**src/rtl/i2c_slave.sv**
```systemverilog
// Single-address I2C target on oversampled open-drain pads, no clock stretching.
// Latency: pad edge -> event 3 clk, SDA drive change 4 clk after the SCL pad fall.
// Backpressure: none; host must present tx_data_i before tx_req_o and take rx_data_o on rx_valid_o.
module i2c_slave #(
    parameter logic [6:0] SLAVE_ADDR = 7'h50
) (
    input  logic       clk,
    input  logic       rst_n,
    input  logic       scl_i,
    input  logic       sda_i,
    output logic       scl_o,
    output logic       scl_oe,
    output logic       sda_o,
    output logic       sda_oe,
    input  logic [7:0] tx_data_i,
    output logic       tx_req_o,
    output logic [7:0] rx_data_o,
    output logic       rx_valid_o,
    output logic       busy_o,
    output logic       rw_o,
    output logic       stop_o
);

    localparam logic [2:0] S_IDLE     = 3'd0;
    localparam logic [2:0] S_ADDR     = 3'd1;
    localparam logic [2:0] S_ACK_ADDR = 3'd2;
    localparam logic [2:0] S_RX_BYTE  = 3'd3;
    localparam logic [2:0] S_ACK_RX   = 3'd4;
    localparam logic [2:0] S_TX_BYTE  = 3'd5;
    localparam logic [2:0] S_RX_ACK   = 3'd6;

    logic       scl_s1, scl_s, scl_d;
    logic       sda_s1, sda_s, sda_d;
    logic       scl_rise, scl_fall, start_det, stop_det;
    logic [2:0] state;
    logic [2:0] bit_cnt;
    logic [6:0] rx_shift;
    logic [7:0] tx_shift;
    // Second-edge marker: ACK driven / last TX bit clocked / master ACK seen.
    logic       phase;

    assign scl_o  = 1'b1;
    assign scl_oe = 1'b0;
    assign sda_oe = !sda_o;

    always_ff @(posedge clk or negedge rst_n) begin
        if (!rst_n) begin
            scl_s1 <= 1'b1;
            scl_s  <= 1'b1;
            scl_d  <= 1'b1;
            sda_s1 <= 1'b1;
            sda_s  <= 1'b1;
            sda_d  <= 1'b1;
        end else begin
            scl_s1 <= scl_i;
            scl_s  <= scl_s1;
            scl_d  <= scl_s;
            sda_s1 <= sda_i;
            sda_s  <= sda_s1;
            sda_d  <= sda_s;
        end
    end

    assign scl_rise  = scl_s && !scl_d;
    assign scl_fall  = !scl_s && scl_d;
    assign start_det = scl_s && scl_d && sda_d && !sda_s;
    assign stop_det  = scl_s && scl_d && !sda_d && sda_s;

    always_ff @(posedge clk or negedge rst_n) begin
        if (!rst_n) begin
            state      <= S_IDLE;
            bit_cnt    <= 3'd7;
            rx_shift   <= 7'd0;
            tx_shift   <= 8'd0;
            phase      <= 1'b0;
            sda_o      <= 1'b1;
            tx_req_o   <= 1'b0;
            rx_data_o  <= 8'd0;
            rx_valid_o <= 1'b0;
            busy_o     <= 1'b0;
            rw_o       <= 1'b0;
            stop_o     <= 1'b0;
        end else begin
            rx_valid_o <= 1'b0;
            tx_req_o   <= 1'b0;
            stop_o     <= 1'b0;
            if (stop_det) begin
                state  <= S_IDLE;
                sda_o  <= 1'b1;
                busy_o <= 1'b0;
                stop_o <= 1'b1;
                phase  <= 1'b0;
            end else if (start_det) begin
                state   <= S_ADDR;
                bit_cnt <= 3'd7;
                sda_o   <= 1'b1;
                busy_o  <= 1'b0;
                phase   <= 1'b0;
            end else begin
                case (state)
                    S_ADDR: begin
                        if (scl_rise) begin
                            rx_shift <= {rx_shift[5:0], sda_s};
                            if (bit_cnt == 3'd0) begin
                                // rx_shift holds address bits [7:1], sda_s is R/W.
                                if (rx_shift == SLAVE_ADDR) begin
                                    rw_o   <= sda_s;
                                    busy_o <= 1'b1;
                                    phase  <= 1'b0;
                                    state  <= S_ACK_ADDR;
                                end else begin
                                    state <= S_IDLE;
                                end
                            end else begin
                                bit_cnt <= bit_cnt - 3'd1;
                            end
                        end
                    end
                    S_ACK_ADDR, S_ACK_RX: begin
                        if (scl_fall) begin
                            if (!phase) begin
                                sda_o <= 1'b0;
                                phase <= 1'b1;
                            end else begin
                                phase   <= 1'b0;
                                bit_cnt <= 3'd7;
                                if (state == S_ACK_ADDR && rw_o) begin
                                    tx_shift <= tx_data_i;
                                    sda_o    <= tx_data_i[7];
                                    tx_req_o <= 1'b1;
                                    state    <= S_TX_BYTE;
                                end else begin
                                    sda_o <= 1'b1;
                                    state <= S_RX_BYTE;
                                end
                            end
                        end
                    end
                    S_RX_BYTE: begin
                        if (scl_rise) begin
                            rx_shift <= {rx_shift[5:0], sda_s};
                            if (bit_cnt == 3'd0) begin
                                rx_data_o  <= {rx_shift, sda_s};
                                rx_valid_o <= 1'b1;
                                phase      <= 1'b0;
                                state      <= S_ACK_RX;
                            end else begin
                                bit_cnt <= bit_cnt - 3'd1;
                            end
                        end
                    end
                    S_TX_BYTE: begin
                        if (scl_rise) begin
                            if (bit_cnt == 3'd0) begin
                                phase <= 1'b1;
                            end else begin
                                bit_cnt <= bit_cnt - 3'd1;
                            end
                        end else if (scl_fall) begin
                            if (phase) begin
                                sda_o <= 1'b1;
                                phase <= 1'b0;
                                state <= S_RX_ACK;
                            end else begin
                                sda_o <= tx_shift[bit_cnt];
                            end
                        end
                    end
                    S_RX_ACK: begin
                        if (scl_rise && !phase) begin
                            if (sda_s) begin
                                busy_o <= 1'b0;
                                state  <= S_IDLE;
                            end else begin
                                phase <= 1'b1;
                            end
                        end else if (scl_fall && phase) begin
                            phase    <= 1'b0;
                            bit_cnt  <= 3'd7;
                            tx_shift <= tx_data_i;
                            sda_o    <= tx_data_i[7];
                            tx_req_o <= 1'b1;
                            state    <= S_TX_BYTE;
                        end
                    end
                    default: begin
                        sda_o <= 1'b1;
                        state <= S_IDLE;
                    end
                endcase
            end
        end
    end

endmodule

```
**config.mk**
```make
export PLATFORM = sky130hd
export DESIGN_NAME = i2c_slave
export DESIGN_NICKNAME = d
export VERILOG_FILES = /design/src/rtl/i2c_slave.sv
export SDC_FILE = /design/constraint.sdc
export NUM_CORES = 1
export LEC_CHECK = 0
export CAP_MARGIN = 10
export CORE_UTILIZATION = 30
export CTS_CLUSTER_DIAMETER = 60
export DETAILED_ROUTE_END_ITERATION = 6
export PLACE_DENSITY_LB_ADDON = 0.08
export SLEW_MARGIN = 10
export SYNTH_ARGS = -nofsm -noshare
export SYNTH_HDL_FRONTEND = slang
export SYNTH_SLANG_ARGS = --single-unit
```
**constraint.sdc**
```tcl
create_clock -name clk -period 2.81 [get_ports clk]
set_clock_uncertainty 0.1 [all_clocks]
set_input_delay 0.281 -clock clk [delete_from_list [all_inputs] [get_ports clk]]
set_output_delay 0.281 -clock clk [all_outputs]
set_load 0.01 [all_outputs]
```
; ---- After elaboration in Yosys (flattened, before gate mapping)
; Index checks and enable logic that the tools add are counted.
[totals]
ff_bits = 42
word_cells = 175
output_inout_bits = 17
input_bits = 12
[op_classes]
n_reduce_logical = 33
mux = 82
magnitude_cmp = 1
eq_ne = 38
add_sub_neg = 1
bitwise_logic = 2
[ops]
columns = operator, n
row1 = $mux 3, 22
row2 = $ne 4x4->1 const B, 14
row3 = $mux 1, 46
row4 = $mux 8, 5
row5 = $ne 5x5->1 const B, 5
row6 = $reduce_and 11->1, 2
row7 = $reduce_and 6->1, 3
row8 = $pmux 8 s2, 1
row9 = $reduce_and 8->1, 2
row10 = $ne 3x3->1 const B, 5
row11 = $pmux 3 s5, 1
row12 = $logic_and 1x1->1, 10
row13 = $ne 2x2->1 const B, 5
row14 = $eq 3x3->1 const B, 3
row15 = $pmux 3 s3, 1
row16 = $reduce_bool 4->1, 2
row17 = $eq 7x7->1 const B, 1
row18 = $reduce_bool 7->1, 1
row19 = $eq 3x2->1 const B, 2
row20 = $logic_not 1->1, 6
row21 = $ne 3x1->1 const B, 2
row22 = $pmux 1 s5, 1
row23 = $reduce_and 5->1, 1
row24 = $lt 3x4->1 const B, 1
row25 = 12 further kinds, 15

; ---- Depth between registers and ports, before layout
; Gate-level depths: netlist (run 1).
[depth]
ltp_word = 8
depth_mapped = 7
ltp_nobuf = 7

; ---- Worst setup path after synthesis (run 1)
; No wires, ideal clock.
[synth_path]
path_type = register to register
startpoint = register sda_s
endpoint = register tx_shift[0]
path_stages_with_launch = 7
setup_time_ps = 125
arrival_time_ps = 1831
setup_slack_ps = 755
cell_sequence = dfstp_2 buf_6 xor2_1 and2_1 buf_6 nor4_4 mux2_2
[synth_between]
elab_chain_len = 4
elab_cells_between_ends = 6
[synth_lines]
columns = item, line_no
row1 = "start, declared", 33  ; logic sda_s1, sda_s, sda_d;
row2 = "start signal, assigned", 59  ; sda_s <= sda_s1;
row3 = $logic_not 1->1, 66  ; assign start_det = scl_s && scl_d && sda_d && !sda_s;
row4 = $logic_and 1x1->1, 66
row5 = $not 1->1 (no line), --
row6 = $reduce_and 8->1 (no line) *, --
row7 = "end signal, assigned", 128  ; tx_shift <= tx_data_i;
row8 = "end signal, assigned", 180  ; tx_shift <= tx_data_i;
row9 = "end, declared", 38  ; logic [7:0] tx_shift;
; Every way passes the cells marked *; elsewhere a longest branch is shown, timed or not.
; A chain may end at the register's enable or synchronous reset.

; ---- Worst setup path after layout (run 1)
[layout_path]
startpoint = register sda_s
endpoint = register tx_shift[5]
; The elaborated chain is that of the path after synthesis.

==> results.md, run 1 <==
* Outcome: finished clean
* Top-area cell type share of the netlist area at a little over a third
* Cell Pwr Density at between 400 and 500 mW/mm^2
* Row cnt at 31
* Register area share after synthesis at 47.2%
* Post-cts hold buffer count at 0
* Vias at around 1600
* Met1 GRT Util at around 18%
* Fraction of layout cells with a size suffix above 1 at 27.1%
* Warnings from Yosys at 0
* Leak at between 1 and 1.5 nW
* Mapped Area at ~0.0023 mm^2
* Starting DRT DRC Count at about 170
* FF-to-FF setup slack at 530 ps
* Setup Buffers After CTS at 0
* Slew @ Worst Pin at around 960 ps
* Synthesis-stage register bit count at 42
* Worst Path Required at 2890 ps
* Die area at ~0.008 mm^2
* Worst-path clk slew at about 80 ps
* Mapped Avg Cell Area at approximately 11 um^2
* Kind of critical path: flip-flop to flip-flop
* VDD IR-drop max at 254 uV
* Htree depth at 2
* Final WS setup at about 530 ps
* MaxCap Viol Count at 0
* 1st-pass router iterations at 4
* Port buffer count at 26
* Grt ovf at 0
* Ant diodes at 0
* Synth area leader: dfrtp_1
* Post-CTS Resized at 0
* Synth cell types at 56
* Core area at 0.00725 mm^2
* Relative slew slack at 35.7%
* Critical Path AT at ~2400 ps
* CTS root buffer: clkbuf_8
* GR met2 Demand/Resource at just under 20%
* Crit end category: flip-flop
* Clk_lat worst skew at ~290 ps
* Fin. max-slew vios at 0
* Cells after Synth at ~200
* CTS tree: yes
* Tightest Hold Check Type: primary input to asynchronous set/reset pin
* Most crowded layer after global routing: met2
* Max Buffers Root-to-Sink at 2
* Post-synth top flop: dfrtp_1
* Horiz. Die Dim at between 80 and 90 um
* Detail Route Antenna Nets at 0
* Critical Path Fanout Max at 10
* Worst slack at placement at 527 ps
* Drt via density at slightly below 5
* Main area contributors after synthesis: dfrtp_1 (36%), mux2_2 (13%), dfstp_2 (12%)
* Fmax at between 400 and 500 MHz
* Final period util at between 80 and 90%
* Fill count at 715
* Detail Placement HPWL at 3390 um
* Setup_tns at 0 ps
* Final WL at 4800 um
* Fin. Hold Viols at 0
* Wirelength per Cell at 14.8 um
* Gr usage total at a little over an eighth
* Asr flop ratio synth at between 90% and 100%
* Initial antenna violation count at 0
* Sink Count at 42
* # IOs at 29
* DRC viols at 0
* Largest net degree at the start of global routing at 43
* First-pass GRT wire length at roughly 8000 um
* Layout Nets at 241
* Tmin final at approximately 2300 ps
* Cts bufs inserted at 5
* RSZ-0062 raised after global routing: no
* Critical Path Start Type: flip-flop
* Placer Congestion at roughly 0.85
* Final setup vio count at 0
* M3 GR Usage at ~2.8%
* Initial core utilization at between 30% and 40%
* Syn_nets at between 200 and 250
* Synthesis-to-finish area growth at 18.6%
* Number of synthesized flops with an enable pin at 0
* Post-layout instance area at around 0.0027 mm^2
* Area post-placement at 0.00256 mm^2
* Die height at slightly below 90 um
* Vias in the first global route at 1537
-- kinds of logic after synthesis --
group | count (synthesis) | synth area share (%)
AND/OR/NAND/NOR | 61 | 15.4
flip-flops | 42 | 47.2
AO/OA/AOI/OAI | 35 | 11.5
multiplexers | 30 | 15.9
buffers and inverters | 22 | 6.10
adder cells (fa/ha/maj) | 5 | 2.77
other | 2 | 0.333
XOR/XNOR | 2 | 0.777
-- final cells by class --
| class | count | area, um^2 | share of cell area, % |
|---|---|---|---|
| clock inverters | 2 | 37.5 | 1.40 |
| well taps | 99 | 124 | 4.63 |
| clock buffers | 6 | 72.6 | 2.71 |
| multi-input cells | 135 | 1050 | 39.4 |
| inverters | 10 | 37.5 | 1.40 |
| flip-flops and latches | 42 | 1060 | 39.8 |
| repair buffers | 30 | 285 | 10.7 |
-- final timing paths --
check                      startpoint          end  cells after the start
min reg2reg                    sda_s1        sda_s                      0
max                             sda_s  tx_shift[5]                      4
max in group asynchronous       rst_n  rx_shift[0]                      1
min                             rst_n       stop_o                      1
max reg2reg                     sda_s  tx_shift[5]                      4
min in group clk               sda_s1        sda_s                      0
-- where the power goes --
part            total, W  switching, W  leakage (nW)  internal (W)
clock           0.000481      0.000215        0.0514      0.000265
combinational  0.0000765     0.0000408         0.576     0.0000357
sequential      0.000638     0.0000151         0.551      0.000623
-- worst max-delay path, stage by stage (launching register included) --
cell and delay [ps]:
dfstp_2 630, xor2_1 100, and2_1 290, nor4_4 650, mux2_2 400
-- cell usage in the layout, fill, tap and decap left out, types with 5 or more instances in the layout --
cell / n
dfrtp_1: 32
mux2_2: 27
clkdlybuf4s50_1: 25
nand2_1: 19
inv_1: 10
dfstp_2: 10
o21ai_0: 9
nor2_1: 7
nor2b_1: 5
ha_1: 5
clkbuf_8: 5
-- stage by stage --
step / total power, W / cells / hold WS (ps) / util (%)
after floorplan: 0.000688 / 199 / -115 / -
after global placement: 0.000728 / 316 / 253 / 35.3
after detailed placement: 0.000726 / 316 / 250 / 35.3
after CTS: 0.00121 / 324 / 58.4 / 36.9
after global routing: 0.00125 / 324 / 97.2 / 36.9
final: 0.00119 / 324 / 34.1 / 36.9
-- sequential cells by signal (all words and copies together), names as in the netlist --
name and flops:
sda_d 1, rx_data_o 8, sda_o 1, stop_o 1, state 3, bit_cnt 3, scl_s 1, scl_d 1
scl_s1 1, busy_o 1, tx_req_o 1, rw_o 1, tx_shift 8, rx_valid_o 1, sda_s 1, rx_shift 7
sda_s1 1, phase 1
-- synthesized netlist by cell type, types with 2 or more instances --
master	count
nand3b_1	2
and2_1	3
nand2_1	19
buf_4	2
mux4_2	2
nand3_1	4
nand4_1	2
mux2_2	27
o21ai_0	9
conb_1	2
nor2b_1	5
buf_6	4
dfrtp_1	32
nand2b_1	3
a211o_1	2
and3_1	2
nor2_1	7
a21oi_1	2
inv_1	10
a22o_1	3
ha_1	5
nor3_1	3
dfstp_2	10
clkbuf_1	4
xor2_1	2
o2111ai_1	2
o22ai_1	2
-- layer usage --
metal  vias up  part of all wire (%)
li1        758                     -
met2        49                    45
met3         7                   4.3
met5         -                     0
met1       782                    49
met4         0                   1.7
Note: power is estimated with default switching activity, not from simulation.
==> run 2, diff against run 1 <==
Clock period 2.81 ns to 2.22 ns, I/O delays scaled along.
==> run 2 against run 1 <==
  * Count of clock-buffer cells in the layout rose by 1
  * Setup slack got worse by 430 ps
  * Register-to-register slack got worse by 430 ps
  * Wire length rose by 2.9%
  * Via count rose by 4.3%
  * Sequential share of layout area decreased by 2.1 points
  * Combinational power grew 50%
  * Critical path type unchanged
  * Critical endpoint is now state[1]
==> results.md, run 2 (same netlist as run 1, synthesis figures left out) <==
* Leak at approximately 1.3 nW
* Layout Nets at ~250
* Tmin final at about 2100 ps
* Commonest non-fill, non-tap cell in the layout: dfrtp_1
* Detail Route Antenna Nets at 0
* WHS Endpoint: scl_s1
* Critical Path Fanout Max at 8
* Drt via density at roughly 4.9
* Horiz. Die Dim at slightly below 90 um
* Crit end category: flip-flop
* Fin. max-slew vios at 0
* # IOs at 29
* Gr usage total at between 10 and 15%
* Worst-path clk slew at about 80 ps
* MaxCap Viol Count at 0
* Core area at 0.00725 mm^2
* Area post-placement at approximately 0.0027 mm^2
* Die height at between 80 and 90 um
* Slowest Stage Delay on Critical Path at approximately 580 ps
* Clk_lat worst skew at around 300 ps
* Final WL at 4930 um
* Most frequent cells in the layout: dfrtp_1 (32), mux2_2 (27), clkdlybuf4s50_1 (25)
* Synthesis-to-finish area growth at 25.2%
* FF-to-FF setup slack at 100 ps
* Critical-path cell list: inv_1, ha_4, and3b_1, o31a_2, o21ai_2, mux2_2
* Hold path cells at 1
* Final period util at 95.5%
* RSZ-0062 raised after global routing: no
* CTS root buffer: clkbuf_8
* Worst Path Required at about 2300 ps
* CTS tree: yes
* Htree depth at 2
* Starting DRT DRC Count at roughly 130
* Critical Path AT at about 2200 ps
* Fin. Hold Viols at 0
* R2r startpoint: scl_d
* Initial antenna violation count at 0
* Fill count at roughly 740
* Final setup vio count at 0
* Critical Path Start Type: flip-flop
* Vias at 1665
* Kind of critical path: flip-flop to flip-flop
* Detail Placement HPWL at about 3500 um
* VDD IR-drop max at approximately 320 uV
* Placer Congestion at about 0.88
* RR Endpoint: state[1]
* Post-layout instance area at between 0.002 and 0.003 mm^2
* Largest net degree at the start of global routing at between 40 and 50
* Ant diodes at 0
* Die area at approximately 0.0079 mm^2
* Sink Count at 42
* Initial core utilization at 31.1%
* 1st-pass router iterations at 4
* Placed Instances at around 330
* Vias in the first global route at roughly 1600
* Slowest CP cell: dfstp_2
* Grt ovf at 0
* Cell Pwr Density at about 550 mW/mm^2
* Worst Hold Launch: scl_i
* Fmax at between 400 and 500 MHz
* Wirelength per Cell at between 10 and 15 um
* Port buffer count at 26
* Cts bufs inserted at 5
* Setup_tns at 0 ps
* DRC viols at 0
* Row cnt at 31
* Biggest regs: rx_data_o x8, tx_shift x8, rx_shift x7
* Finished Layout Cells at 337
* Tightest Hold Check Type: primary input to flip-flop
* Worst Reg-to-Reg Cells at 6
* Outcome: finished clean
* First-pass GRT wire length at approximately 8200 um
* Fraction of layout cells with a size suffix above 1 at roughly a third
* Setup Buffers After CTS at 0
* Max Buffers Root-to-Sink at 2
## run 2: worst max path at each step
stage / cells past startpoint / start / end
after floorplan: 6 / sda_s / tx_shift[0]
after global placement: 7 / scl_s / phase
after detailed placement: 6 / scl_s / state[1]
after CTS: 6 / scl_s / state[1]
after global routing: 6 / scl_d / state[1]
final: 6 / scl_d / state[1]
## run 2: timing repair
item	CTS	global route
gates resized for setup	0	4
hold buffers	1	0
setup endpoints to repair	0	5
endpoints found under the hold margin	32	0
## run 2: metal layers
metal / track usage, % / routed length, um / up-vias
met2: 20.7 / 2170 / 43
li1: - / - / 793
met5: 0 / 0 / -
met1: 19.6 / 2430 / 819
met3: 3.82 / 209 / 10
met4: 6.01 / 125 / 0
## run 2: worst max-delay path: cells and delay by family (launching register included)
family          cells  cell delay [ps]
compound gates      2              520
fa+ha+maj           1              180
buf+inv             1               80
flops               1              580
mux                 1              350
simple gates        1              200
## run 2: power breakdown
part	switching, W	total, W	internal [W]
combinational	0.0000574	0.000115	0.0000574
clock	0.000278	0.000645	0.000367
sequential	0.0000156	0.000804	0.000788
## run 2: area by class of cell
cell class | instances | area (um^2) | area share (%)
clock inverters | 1 | 30.0 | 1.06
repair buffers | 43 | 398 | 14.1
inverters | 10 | 37.5 | 1.33
well taps | 99 | 124 | 4.39
flip-flops and latches | 42 | 1060 | 37.7
multi-input cells | 135 | 1080 | 38.4
clock buffers | 7 | 86.3 | 3.06
## run 2: per-stage QoR
step           setup slack [ps]  util (%)  total power [W]  hold slack [ps]
6_report                   99.5      38.9          0.00156              234
5_1_grt                    2.53      38.9          0.00163              213
4_1_cts                    16.4      38.5          0.00159              226
3_5_place_dp               23.1      36.8         0.000930              126
3_3_place_gp               55.0      36.8         0.000931              121
2_1_floorplan               165         -         0.000870             -174
==> run 3, diff against run 2 <==
Settings changed: CAP_MARGIN 10 to unset.
==> results of run 3 <==
Final layout, timing and power as in run 2 (identical DEF).
